===== src/rtl/rv32i_mem_arbiter_if.sv =====
// Requester-side memory port shared by the core and the aux master.
// The requester drives req/addr/data; the arbiter returns gnt/rd_valid/rd_data.
interface rv32i_mem_arbiter_if;
    logic        req;
    logic [31:0] addr;
    logic [31:0] wr_data;
    logic        wr_ena;
    logic        gnt;
    logic        rd_valid;
    logic [31:0] rd_data;

    modport master (
        output req, addr, wr_data, wr_ena,
        input  gnt, rd_valid, rd_data
    );

    modport slave (
        input  req, addr, wr_data, wr_ena,
        output gnt, rd_valid, rd_data
    );
endinterface


===== src/rtl/rv32i_mem_arbiter.sv =====
// Two-port arbiter (core C / aux A) in front of single-port memory.
// Define ARB_LOCK_EN to add a_lock, which pins the grant on port A.
module rv32i_mem_arbiter #(
    parameter int MAX_BURST = 4
) (
    input  logic                clk,
    input  logic                rst,
    rv32i_mem_arbiter_if.slave  c_if,
    rv32i_mem_arbiter_if.slave  a_if,
`ifdef ARB_LOCK_EN
    input  logic                a_lock,
`endif
    output logic [31:0]         mem_addr,
    output logic [31:0]         mem_wr_data,
    output logic                mem_wr_ena,
    input  logic [31:0]         mem_rd_data
);

    localparam int CW = $clog2(MAX_BURST + 1);
    localparam logic [CW-1:0] CNT_MAX = CW'(MAX_BURST - 1);

    typedef enum logic [1:0] {S_IDLE, S_CORE, S_AUX} state_e;

    state_e        state_q, state_d;
    logic          last_aux_q, last_aux_d;
    logic [CW-1:0] burst_cnt_q, burst_cnt_d;
    logic          c_rd_valid_q, c_rd_valid_d;
    logic          a_rd_valid_q, a_rd_valid_d;
    logic          c_gnt, a_gnt;
    logic          a_hold;

`ifdef ARB_LOCK_EN
    assign a_hold = a_lock;
`else
    assign a_hold = 1'b0;
`endif

    always_ff @(posedge clk) begin
        if (rst) begin
            state_q      <= S_IDLE;
            last_aux_q   <= 1'b1;
            burst_cnt_q  <= '0;
            c_rd_valid_q <= 1'b0;
            a_rd_valid_q <= 1'b0;
        end else begin
            state_q      <= state_d;
            last_aux_q   <= last_aux_d;
            burst_cnt_q  <= burst_cnt_d;
            c_rd_valid_q <= c_rd_valid_d;
            a_rd_valid_q <= a_rd_valid_d;
        end
    end

    // Grants are suppressed during reset so no access leaks to memory.
    always_comb begin
        c_gnt = 1'b0;
        a_gnt = 1'b0;
        if (!rst) begin
            unique case (state_q)
                S_IDLE: begin
                    if (c_if.req && a_if.req) begin
                        c_gnt = last_aux_q;
                        a_gnt = !last_aux_q;
                    end else begin
                        c_gnt = c_if.req;
                        a_gnt = a_if.req;
                    end
                end
                S_CORE: begin
                    if (c_if.req &&
                        (!a_if.req || burst_cnt_q < CNT_MAX))
                        c_gnt = 1'b1;
                    else
                        a_gnt = a_if.req;
                end
                S_AUX: begin
                    if (a_if.req &&
                        (!c_if.req || burst_cnt_q < CNT_MAX ||
                         a_hold))
                        a_gnt = 1'b1;
                    else
                        c_gnt = c_if.req;
                end
                default: ;
            endcase
        end
    end

    always_comb begin
        state_d      = state_q;
        last_aux_d   = last_aux_q;
        burst_cnt_d  = '0;
        c_rd_valid_d = c_gnt && !c_if.wr_ena;
        a_rd_valid_d = a_gnt && !a_if.wr_ena;
        if (c_gnt) begin
            state_d    = S_CORE;
            last_aux_d = 1'b0;
            if (state_q == S_CORE)
                burst_cnt_d = (burst_cnt_q == CNT_MAX) ?
                              CNT_MAX : burst_cnt_q + CW'(1);
        end else if (a_gnt) begin
            state_d    = S_AUX;
            last_aux_d = 1'b1;
            if (state_q == S_AUX)
                burst_cnt_d = (burst_cnt_q == CNT_MAX) ?
                              CNT_MAX : burst_cnt_q + CW'(1);
        end else begin
            state_d = S_IDLE;
        end
    end

    always_comb begin
        mem_addr    = '0;
        mem_wr_data = '0;
        mem_wr_ena  = 1'b0;
        if (c_gnt) begin
            mem_addr    = c_if.addr;
            mem_wr_data = c_if.wr_data;
            mem_wr_ena  = c_if.wr_ena;
        end else if (a_gnt) begin
            mem_addr    = a_if.addr;
            mem_wr_data = a_if.wr_data;
            mem_wr_ena  = a_if.wr_ena;
        end
    end

    assign c_if.gnt      = c_gnt;
    assign a_if.gnt      = a_gnt;
    assign c_if.rd_valid = c_rd_valid_q;
    assign a_if.rd_valid = a_rd_valid_q;
    assign c_if.rd_data  = mem_rd_data;
    assign a_if.rd_data  = mem_rd_data;

endmodule

===== src/flat_wrapper.sv =====
// flat-port wrapper written by rule: the top's interface ports become plain ports
module rv32i_mem_arbiter_flat 
#(
    parameter int MAX_BURST = 4
)
  (clk, rst, mem_addr, mem_wr_data, mem_wr_ena, mem_rd_data, c_if_req, c_if_addr, c_if_wr_data, c_if_wr_ena, c_if_gnt, c_if_rd_valid, c_if_rd_data, a_if_req, a_if_addr, a_if_wr_data, a_if_wr_ena, a_if_gnt, a_if_rd_valid, a_if_rd_data);
  rv32i_mem_arbiter_if c_if_i ();
  rv32i_mem_arbiter_if a_if_i ();
  input  logic clk;
  input  logic rst;
  output logic [31:0] mem_addr;
  output logic [31:0] mem_wr_data;
  output logic mem_wr_ena;
  input  logic [31:0] mem_rd_data;
  input wire logic [$bits(c_if_i.req)-1:0] c_if_req;
  input wire logic [$bits(c_if_i.addr)-1:0] c_if_addr;
  input wire logic [$bits(c_if_i.wr_data)-1:0] c_if_wr_data;
  input wire logic [$bits(c_if_i.wr_ena)-1:0] c_if_wr_ena;
  output wire logic [$bits(c_if_i.gnt)-1:0] c_if_gnt;
  output wire logic [$bits(c_if_i.rd_valid)-1:0] c_if_rd_valid;
  output wire logic [$bits(c_if_i.rd_data)-1:0] c_if_rd_data;
  input wire logic [$bits(a_if_i.req)-1:0] a_if_req;
  input wire logic [$bits(a_if_i.addr)-1:0] a_if_addr;
  input wire logic [$bits(a_if_i.wr_data)-1:0] a_if_wr_data;
  input wire logic [$bits(a_if_i.wr_ena)-1:0] a_if_wr_ena;
  output wire logic [$bits(a_if_i.gnt)-1:0] a_if_gnt;
  output wire logic [$bits(a_if_i.rd_valid)-1:0] a_if_rd_valid;
  output wire logic [$bits(a_if_i.rd_data)-1:0] a_if_rd_data;
  assign c_if_i.req = c_if_req;
  assign c_if_i.addr = c_if_addr;
  assign c_if_i.wr_data = c_if_wr_data;
  assign c_if_i.wr_ena = c_if_wr_ena;
  assign c_if_gnt = c_if_i.gnt;
  assign c_if_rd_valid = c_if_i.rd_valid;
  assign c_if_rd_data = c_if_i.rd_data;
  assign a_if_i.req = a_if_req;
  assign a_if_i.addr = a_if_addr;
  assign a_if_i.wr_data = a_if_wr_data;
  assign a_if_i.wr_ena = a_if_wr_ena;
  assign a_if_gnt = a_if_i.gnt;
  assign a_if_rd_valid = a_if_i.rd_valid;
  assign a_if_rd_data = a_if_i.rd_data;
  rv32i_mem_arbiter #(.MAX_BURST(MAX_BURST)) u_core (.clk(clk), .rst(rst), .c_if(c_if_i), .a_if(a_if_i), .mem_addr(mem_addr), .mem_wr_data(mem_wr_data), .mem_wr_ena(mem_wr_ena), .mem_rd_data(mem_rd_data));
endmodule

===== config.mk =====
export PLATFORM = sky130hd
export DESIGN_NAME = rv32i_mem_arbiter_flat
export DESIGN_NICKNAME = d
export VERILOG_FILES = /design/src/rtl/rv32i_mem_arbiter_if.sv /design/src/rtl/rv32i_mem_arbiter.sv /design/src/flat_wrapper.sv
export SDC_FILE = /design/constraint.sdc
export NUM_CORES = 1
export LEC_CHECK = 0
export CAP_MARGIN = 20
export CORE_AREA = 2 2 117 119
export DETAILED_ROUTE_END_ITERATION = 8
export DIE_AREA = 0 0 119 121
export GPL_TIMING_DRIVEN = 0
export PLACE_DENSITY = 0.63
export SYNTH_ARGS = -nofsm -noshare
export SYNTH_HDL_FRONTEND = slang
export SYNTH_SLANG_ARGS = --single-unit

===== constraint.sdc =====
create_clock -name clk -period 2.4 [get_ports clk]
set_input_delay 0.36 -clock clk [delete_from_list [all_inputs] [get_ports clk]]
set_output_delay 0.36 -clock clk [all_outputs]
set_load 0.01 [all_outputs]

==> summary.md, run 1 <==
| Metric | Value |
|---|---|
| Most common cell after layout, fill and taps aside | clkdlybuf4s50_1 |
| Largest net degree at the start of global routing | 11 |
| Clock transition at the registers of the reported paths | 0.04 ns |
| Most frequent cells in the layout | 196 x clkdlybuf4s50_1, 78 x buf_4, 64 x a22o_1 |
| Worst Max-Slew Pin Slew | 0.4018 ns |
| Slowest cell on crit path | mux2_4 |
| RSZ-0062 raised after global routing | yes |
| Final instance area | 0.004654 mm^2 |
| Antenna cells | 0 |
| Vias after detailed routing | 2548 |
| Setup WS post-layout | -0.1334 ns |
| Met2 routed WL | 5046 um |
| Netlist Area Pre-Place | 0.001504 mm^2 |
| Syn Nets | 349 |
| CTS HTree Levels | 1 |
| Crit path top cell by count | buf_8 |
| P_leak | 2.139 nW |
| Critical path cell sequence | a21o_1, mux2_4, a211oi_4, buf_6, buf_8, buf_12, buf_8, buf_8, a22o_1, buf_2 |
| IO Port Bufs | 266 |
| Post-synthesis sequential area ratio | 10.65% |
| Final hold vios | 0 |
| Reg2reg start | u_core.state_q[0] |
| Pwr per Cell Area | 282.9 mW/mm^2 |
| DRT iter0 DRCs | 46 |
| First drt pass iteration count | 4 |
| Hold WC Path Type | reg -> reg |
| Switching Share | 27.88% |
| Max Clock Freq | 0.3947 GHz |
| Worst Skew | 0.003192 ns |
| Vias per inst | 3.878 |
| Max Slew Vio Count | 0 |
| Starting Density | 11.49% |
| Number of global-route vias before repair | 2485 |
| Hold_ws | 0.5117 ns |
| Min Tclk post-route | 2.533 ns |
| Routed Wire Length | 9007 um |
| Global-route wire length before repair | 12500 um |
| Synthesized netlist cell count | 182 |
| Met1 wire length | 3101 um |
| IO Count | 299 |
| Sw power | 0.3671 mW |
| Clk sinks | 8 |
| Gr ovfl total | 0 |
| Violated checks | negative setup slack |
| Total GRT Usage | 10.76% |
| Worst Path Required | 2.04 ns |
| Die Y | 121 um |
| Yosys warnings | 0 |
| Part of the cycle the worst path needs | 105.6% |
| WS Path Type | reg -> out |
| Post-placement cell area | 0.004387 mm^2 |
| Die Wd | 119 um |
| Syn Area/Cell | 8.263 um^2 |
| Slowest stage delay, CP | 0.34 ns |
| Comb pwr share | 67.9% |
| Die footprint | 0.01440 mm^2 |
| Register bit total from synthesis | 8 |
| Final setup violation count | 28 |
| Sequential share of power | 11.1% |
| CP Capture Type | output port |
| Post-DR wirelength/cell | 13.71 um |
| Clk pwr share | 21.0% |
| Relative slew margins | 72.93% |
| Drc violations | 0 |
| DP HPWL | 7494 um |
| CP arrival | 2.17 ns |
| GP Congestion | 0.7910 |
| Worst hold path startpoint | u_core.burst_cnt_q[2] |
| DR WL met3 | 824 um |
| Critical Path Start Type | register |
| Root Buffer | clkbuf_16 |
| Critical path launch point | u_core.burst_cnt_q[2] |
| VDD IR max | 0.0002273 V |
| Core area | 0.01309 mm^2 |
| Crit path max fanout | 5 |
| Initial antenna violation count | 0 |
| Status | finished with violations |
| Yosys cell types | 26 |
| Internal Power | 0.9495 mW |
| Post-DRT Antenna Nets | 0 |
| CTS buffer count | 3 |
| Clk buf depth | 2 |
| TritonCTS clock tree | done |
| Synth-to-layout area growth | 209.5% |
| Clk_lat worst skew | 0.23 ns |
| Top routing layer used | met4 |
| Layout Nets | 650 |
| # rows | 42 |
| Max_cap viols | 0 |
| Share of layout cells above drive strength 1 | 38.46% |
[per-layer routing]
metal,global-route usage [%],up-vias
li1,-,1229
met1,10.80,1155
met2,22.81,162
met3,2.256,2
met4,1.339,0
met5,0,-
[worst max-delay path: cells and delay by family, from the launching register on]
kind,cells,cell delay (ns)
buffers and inverters,6,0.73
AOI/OAI and AO/OA,3,0.55
muxes,1,0.34
DFF,1,0.32
[timing repair]
| item | 4_1_cts | 5_1_grt |
|---|---|---|
| buffers inserted | 24 | 8 |
| setup endpoints to repair | 67 | 66 |
| resized for setup | 313 | 24 |
| pin swaps | 33 | 15 |
| hold buffers | 0 | 0 |
| gates cloned | 2 | 3 |
[area by class of cell]
type                       count  area, um^2
fill                        1331        8431
timing repair buffer         299        2771
multi-input combinational     95       790.8
buffer                        75       629.4
tap                          176       220.2
sequential                     8       163.9
clock buffer                   3       75.07
inverter                       1       3.754
[registers in the layout (all words and copies together) (netlist names)]
name                  cells
u_core.a_if.rd_valid      1
u_core.burst_cnt_q        3
u_core.c_if.rd_valid      1
u_core.last_aux_q         1
u_core.state_q            2
[cells by family after synthesis]
| logic type | Yosys count | share of synthesized area, % |
|---|---|---|
| AOI/OAI and AO/OA | 78 | 43.93 |
| and+or+nand+nor | 15 | 5.574 |
| buffers and inverters | 79 | 38.02 |
| adders and majority gates | 1 | 0.8318 |
| muxes | 1 | 0.9980 |
| DFF | 8 | 10.65 |
[synthesized netlist by cell type]
master	n	area share [%]
nor2_1	2	0.50
nor2b_1	2	0.83
mux2_4	1	1.0
a211oi_2	1	0.83
nand4bb_1	1	0.75
buf_4	65	32
clkbuf_1	3	0.75
buf_6	3	2.2
dfxtp_1	8	11
nor4_1	1	0.42
buf_2	7	2.3
a31oi_1	1	0.42
nor3_1	2	0.67
or4b_1	1	0.67
nand2_1	4	1.0
o211ai_1	1	0.50
o21ai_0	1	0.33
a21o_1	1	0.50
a22o_1	65	38
a211oi_1	3	1.5
inv_1	1	0.25
o21ba_2	1	0.67
nand3_1	1	0.33
or2_2	1	0.42
ha_1	1	0.83
a21oi_1	4	1.3
[path summary, 6_finish.rpt]
kind	to	slack [ns]	cells past startpoint
min	u_core.burst_cnt_q[2]	0.51	2
max reg2reg	u_core.last_aux_q	0.86	5
min reg2reg	u_core.burst_cnt_q[2]	0.51	2
max	mem_addr[25]	-0.13	10
[power by group through the flow]
stage                     Combinational (mW)  Clock, mW  Sequential, mW
final                                  0.894      0.276           0.147
after global routing                   0.948      0.289           0.148
after CTS                              0.879      0.282           0.147
after detailed placement               0.866          0           0.149
after global placement                 0.861          0           0.148
after floorplan                        0.314          0           0.148
[through the flow]
step                setup TNS, ns  setup slack (ns)  power, mW  instances  utilization, %
detailed placement         -51.34           -0.9604      1.015        624           33.52
floorplan                       0            0.4127     0.4624        182               -
CTS                        -2.483           -0.1727      1.308        653           34.83
global route               -4.823           -0.2265      1.384        657           35.57
finish                     -2.226           -0.1334      1.317        657           35.57
global placement           -48.60           -0.9349      1.009        624           33.52
No activity file was read; power rests on OpenSTA's default activity.
==> run 2: changes to the inputs <==
--- a/config.mk
+++ b/config.mk
@@ -11,6 +11,7 @@
 export DIE_AREA = 0 0 119 121
 export GPL_TIMING_DRIVEN = 0
 export PLACE_DENSITY = 0.63
+export SKIP_LAST_GASP = 1
 export SYNTH_ARGS = -nofsm -noshare
 export SYNTH_HDL_FRONTEND = slang
 export SYNTH_SLANG_ARGS = --single-unit
==> summary.md, run 2 (synthesized netlist as in run 1, its figures left out) <==
| Metric | Value |
|---|---|
| Die Y | 121 um (unchanged) |
| Min Tclk post-route | 2.536 ns (+0.002120 ns) |
| Crit path max fanout | 5 (unchanged) |
| IO Port Bufs | 266 (unchanged) |
| Total GRT Usage | 10.88% (+0.12 points) |
| Routed Wire Length | 9070 um (+0.70%) |
| Core Util, Final | 36.19% (+0.62 points) |
| Status | finished with violations |
| Reg2reg end | u_core.last_aux_q |
| Biggest regs | u_core.burst_cnt_q: 3 flops, u_core.state_q: 2 flops |
| Pwr Total | 1.334 mW (+1.3%) |
| Dpl cells | 624 (unchanged) |
| Global-route wire length before repair | 12610 um (+0.89%) |
| Slowest stage delay, CP | 0.34 ns (about the same) |
| Worst hold path startpoint | u_core.burst_cnt_q[2] |
| Setup TNS | -4.669 ns (-2.444 ns) |
| Clk_lat worst skew | 0.23 ns (about the same) |
| Setup WS post-layout | -0.1356 ns (-0.002120 ns) |
| Reg with most FFs | u_core.burst_cnt_q |
| Layout Nets | 652 (+0.31%) |
| Gr ovfl total | 0 (unchanged) |
| DRT iter0 DRCs | 43 (-6.5%) |
| Part of the cycle the worst path needs | 105.6% (about the same) |
| Number of global-route vias before repair | 2500 (+0.60%) |
| Delay-heaviest family, CP | buffers and inverters |
| Max_cap viols | 0 (unchanged) |
| Synth-to-layout area growth | 214.9% |
| Relative slew margins | 76.13% (+3.2 points) |
| Worst reg2reg path depth | 8 (+3) |
| Starting Density | 11.49% (unchanged) |
| Worst Max-Slew Pin Slew | 0.3557 ns (-0.04615 ns) |
| Reg2reg start | u_core.burst_cnt_q[2] |
| RSZ-0062 raised after global routing | yes |
| Worst Hold End | u_core.burst_cnt_q[2] |
| Critical path cell sequence | a21o_1, mux2_4, a211oi_4, buf_6, buf_8, buf_12, buf_8, buf_8, a22o_1, buf_2 |
| R2R Setup Slk | 0.66 ns (-0.20 ns) |
| Worst Skew | 0.003338 ns (+0.0001465 ns) |
| Clock transition at the registers of the reported paths | 0.04 ns (about the same) |
| Root Buffer | clkbuf_16 |
| Final setup violation count | 48 (+71%) |
| IO Count | 299 (unchanged) |
| Hold WC Path Type | reg -> reg |
| Largest net degree at the start of global routing | 11 (unchanged) |
| Die Wd | 119 um (unchanged) |
| CTS buffer count | 3 (unchanged) |
| Register area | 163.9 um^2 (unchanged) |
| # rows | 42 (unchanged) |
| Worst Path Required | 2.04 ns (about the same) |
| TritonCTS clock tree | done |
| VDD IR max | 0.0002293 V (+0.87%) |
| First drt pass iteration count | 4 (unchanged) |
| Hold Path Depth | 2 (unchanged) |
| Share of layout cells above drive strength 1 | 38.92% (+0.46 points) |
| Antenna cells | 0 (unchanged) |
| GP Congestion | 0.7910 (unchanged) |
| P_leak | 2.154 nW (+0.73%) |
| Final instance area | 0.004736 mm^2 (+1.7%) |
| Drc violations | 0 (unchanged) |
| Most common cell after layout, fill and taps aside | clkdlybuf4s50_1 |
| Area occupied by multi-input gates | 795.8 um^2 (+0.63%) |
| CP Capture Type | output port |
| Pwr per Cell Area | 281.8 mW/mm^2 (-0.40%) |
| WS Path Type | reg -> out |
| Max Clock Freq | 0.3944 GHz (about the same) |
| Most frequent cells in the layout | 196 x clkdlybuf4s50_1, 79 x buf_4, 64 x a22o_1 |
| Post-DR wirelength/cell | 13.76 um (+0.39%) |
| Crit path buffers/inverters | 6 (unchanged) |
| Clk buf depth | 2 (unchanged) |
| Core area | 0.01309 mm^2 (unchanged) |
| Critical Path Start Type | register |
| Vias per inst | 3.873 (-0.15%) |
| Final non-filler cell total | 659 (+0.30%) |
| Crit path top cell by count | buf_8 |
| Final hold vios | 0 (unchanged) |
| Final-layout fill cell count | 1327 (-0.30%) |
| DP HPWL | 7494 um (unchanged) |
| Post-placement cell area | 0.004387 mm^2 (unchanged) |
| Vias after detailed routing | 2552 (+0.16%) |
| Die footprint | 0.01440 mm^2 (unchanged) |
| CP arrival | 2.18 ns (about the same) |
| Max Slew Vio Count | 0 (unchanged) |
| Violated checks | negative setup slack |
| CTS HTree Levels | 1 (unchanged) |
| Hold_ws | 0.5103 ns (-0.001432 ns) |
| Place WS | -0.9604 ns (unchanged) |
| Clk sinks | 8 (unchanged) |
| Post-DRT Antenna Nets | 0 (unchanged) |
| Slowest cell on crit path | mux2_4 |
| Post-CTS Hold Buffers | 0 (unchanged) |
| Initial antenna violation count | 0 (unchanged) |
| Max reg flops | 3 (unchanged) |
-- run 2: cell count changes in the layout (fill, tap and decap cells not counted), sizes merged --
cell and delta:
buf -10, clkdlybuf4s15 +4, dlygate4sd2 -2, clkbuf +10
-- run 2: worst max path at each step --
stage	startpoint	to	depth (start not counted)
global placement	c_if_req	mem_wr_data[5]	8
finish	u_core.burst_cnt_q[2]	mem_addr[25]	10
detailed placement	c_if_req	mem_wr_data[5]	8
floorplan	u_core.burst_cnt_q[0]	mem_addr[24]	6
global route	u_core.burst_cnt_q[1]	mem_addr[25]	10
CTS	u_core.burst_cnt_q[1]	mem_addr[25]	10
-- run 2: power by group --
group | switching, mW | leakage [nW] | internal (mW)
Sequential | 0.00559 | 0.0668 | 0.141
Clock | 0.0615 | 0.0370 | 0.214
Combinational | 0.304 | 2.05 | 0.608
-- run 2: worst reg2reg max path, stage by stage (launching register included) --
cell	delay [ns]
dfxtp_1	0.32
a21o_1	0.19
buf_4	0.14
buf_6	0.10
buf_4	0.13
o211ai_1	0.30
nor2_4	0.11
buf_12	0.17
o21ba_2	0.22
-- run 2: final cells by class --
type	count	share of cell area (%)
inverter	1	0.07926
clock buffer	3	1.585
sequential	8	3.461
multi-input combinational	95	16.80
buffer	75	13.42
tap	176	4.650
timing repair buffer	301	60.00
-- run 2: what timing repair did --
action	in CTS	in global routing
resized for setup	272	63
buffers inserted	24	7
pin swaps	30	10
setup endpoints to repair	67	66
gates cloned	2	4
-- run 2: metal layers --
layer  vias up  routed length (um)  share of wire, %  GRT usage (%)
met5         -                   0                 0              0
met4         0                  34              0.37          1.339
met3         2                 819               9.0          2.632
met2       162                5051                56          22.99
met1      1154                3164                35          10.77
li1       1234                   -                 -              -
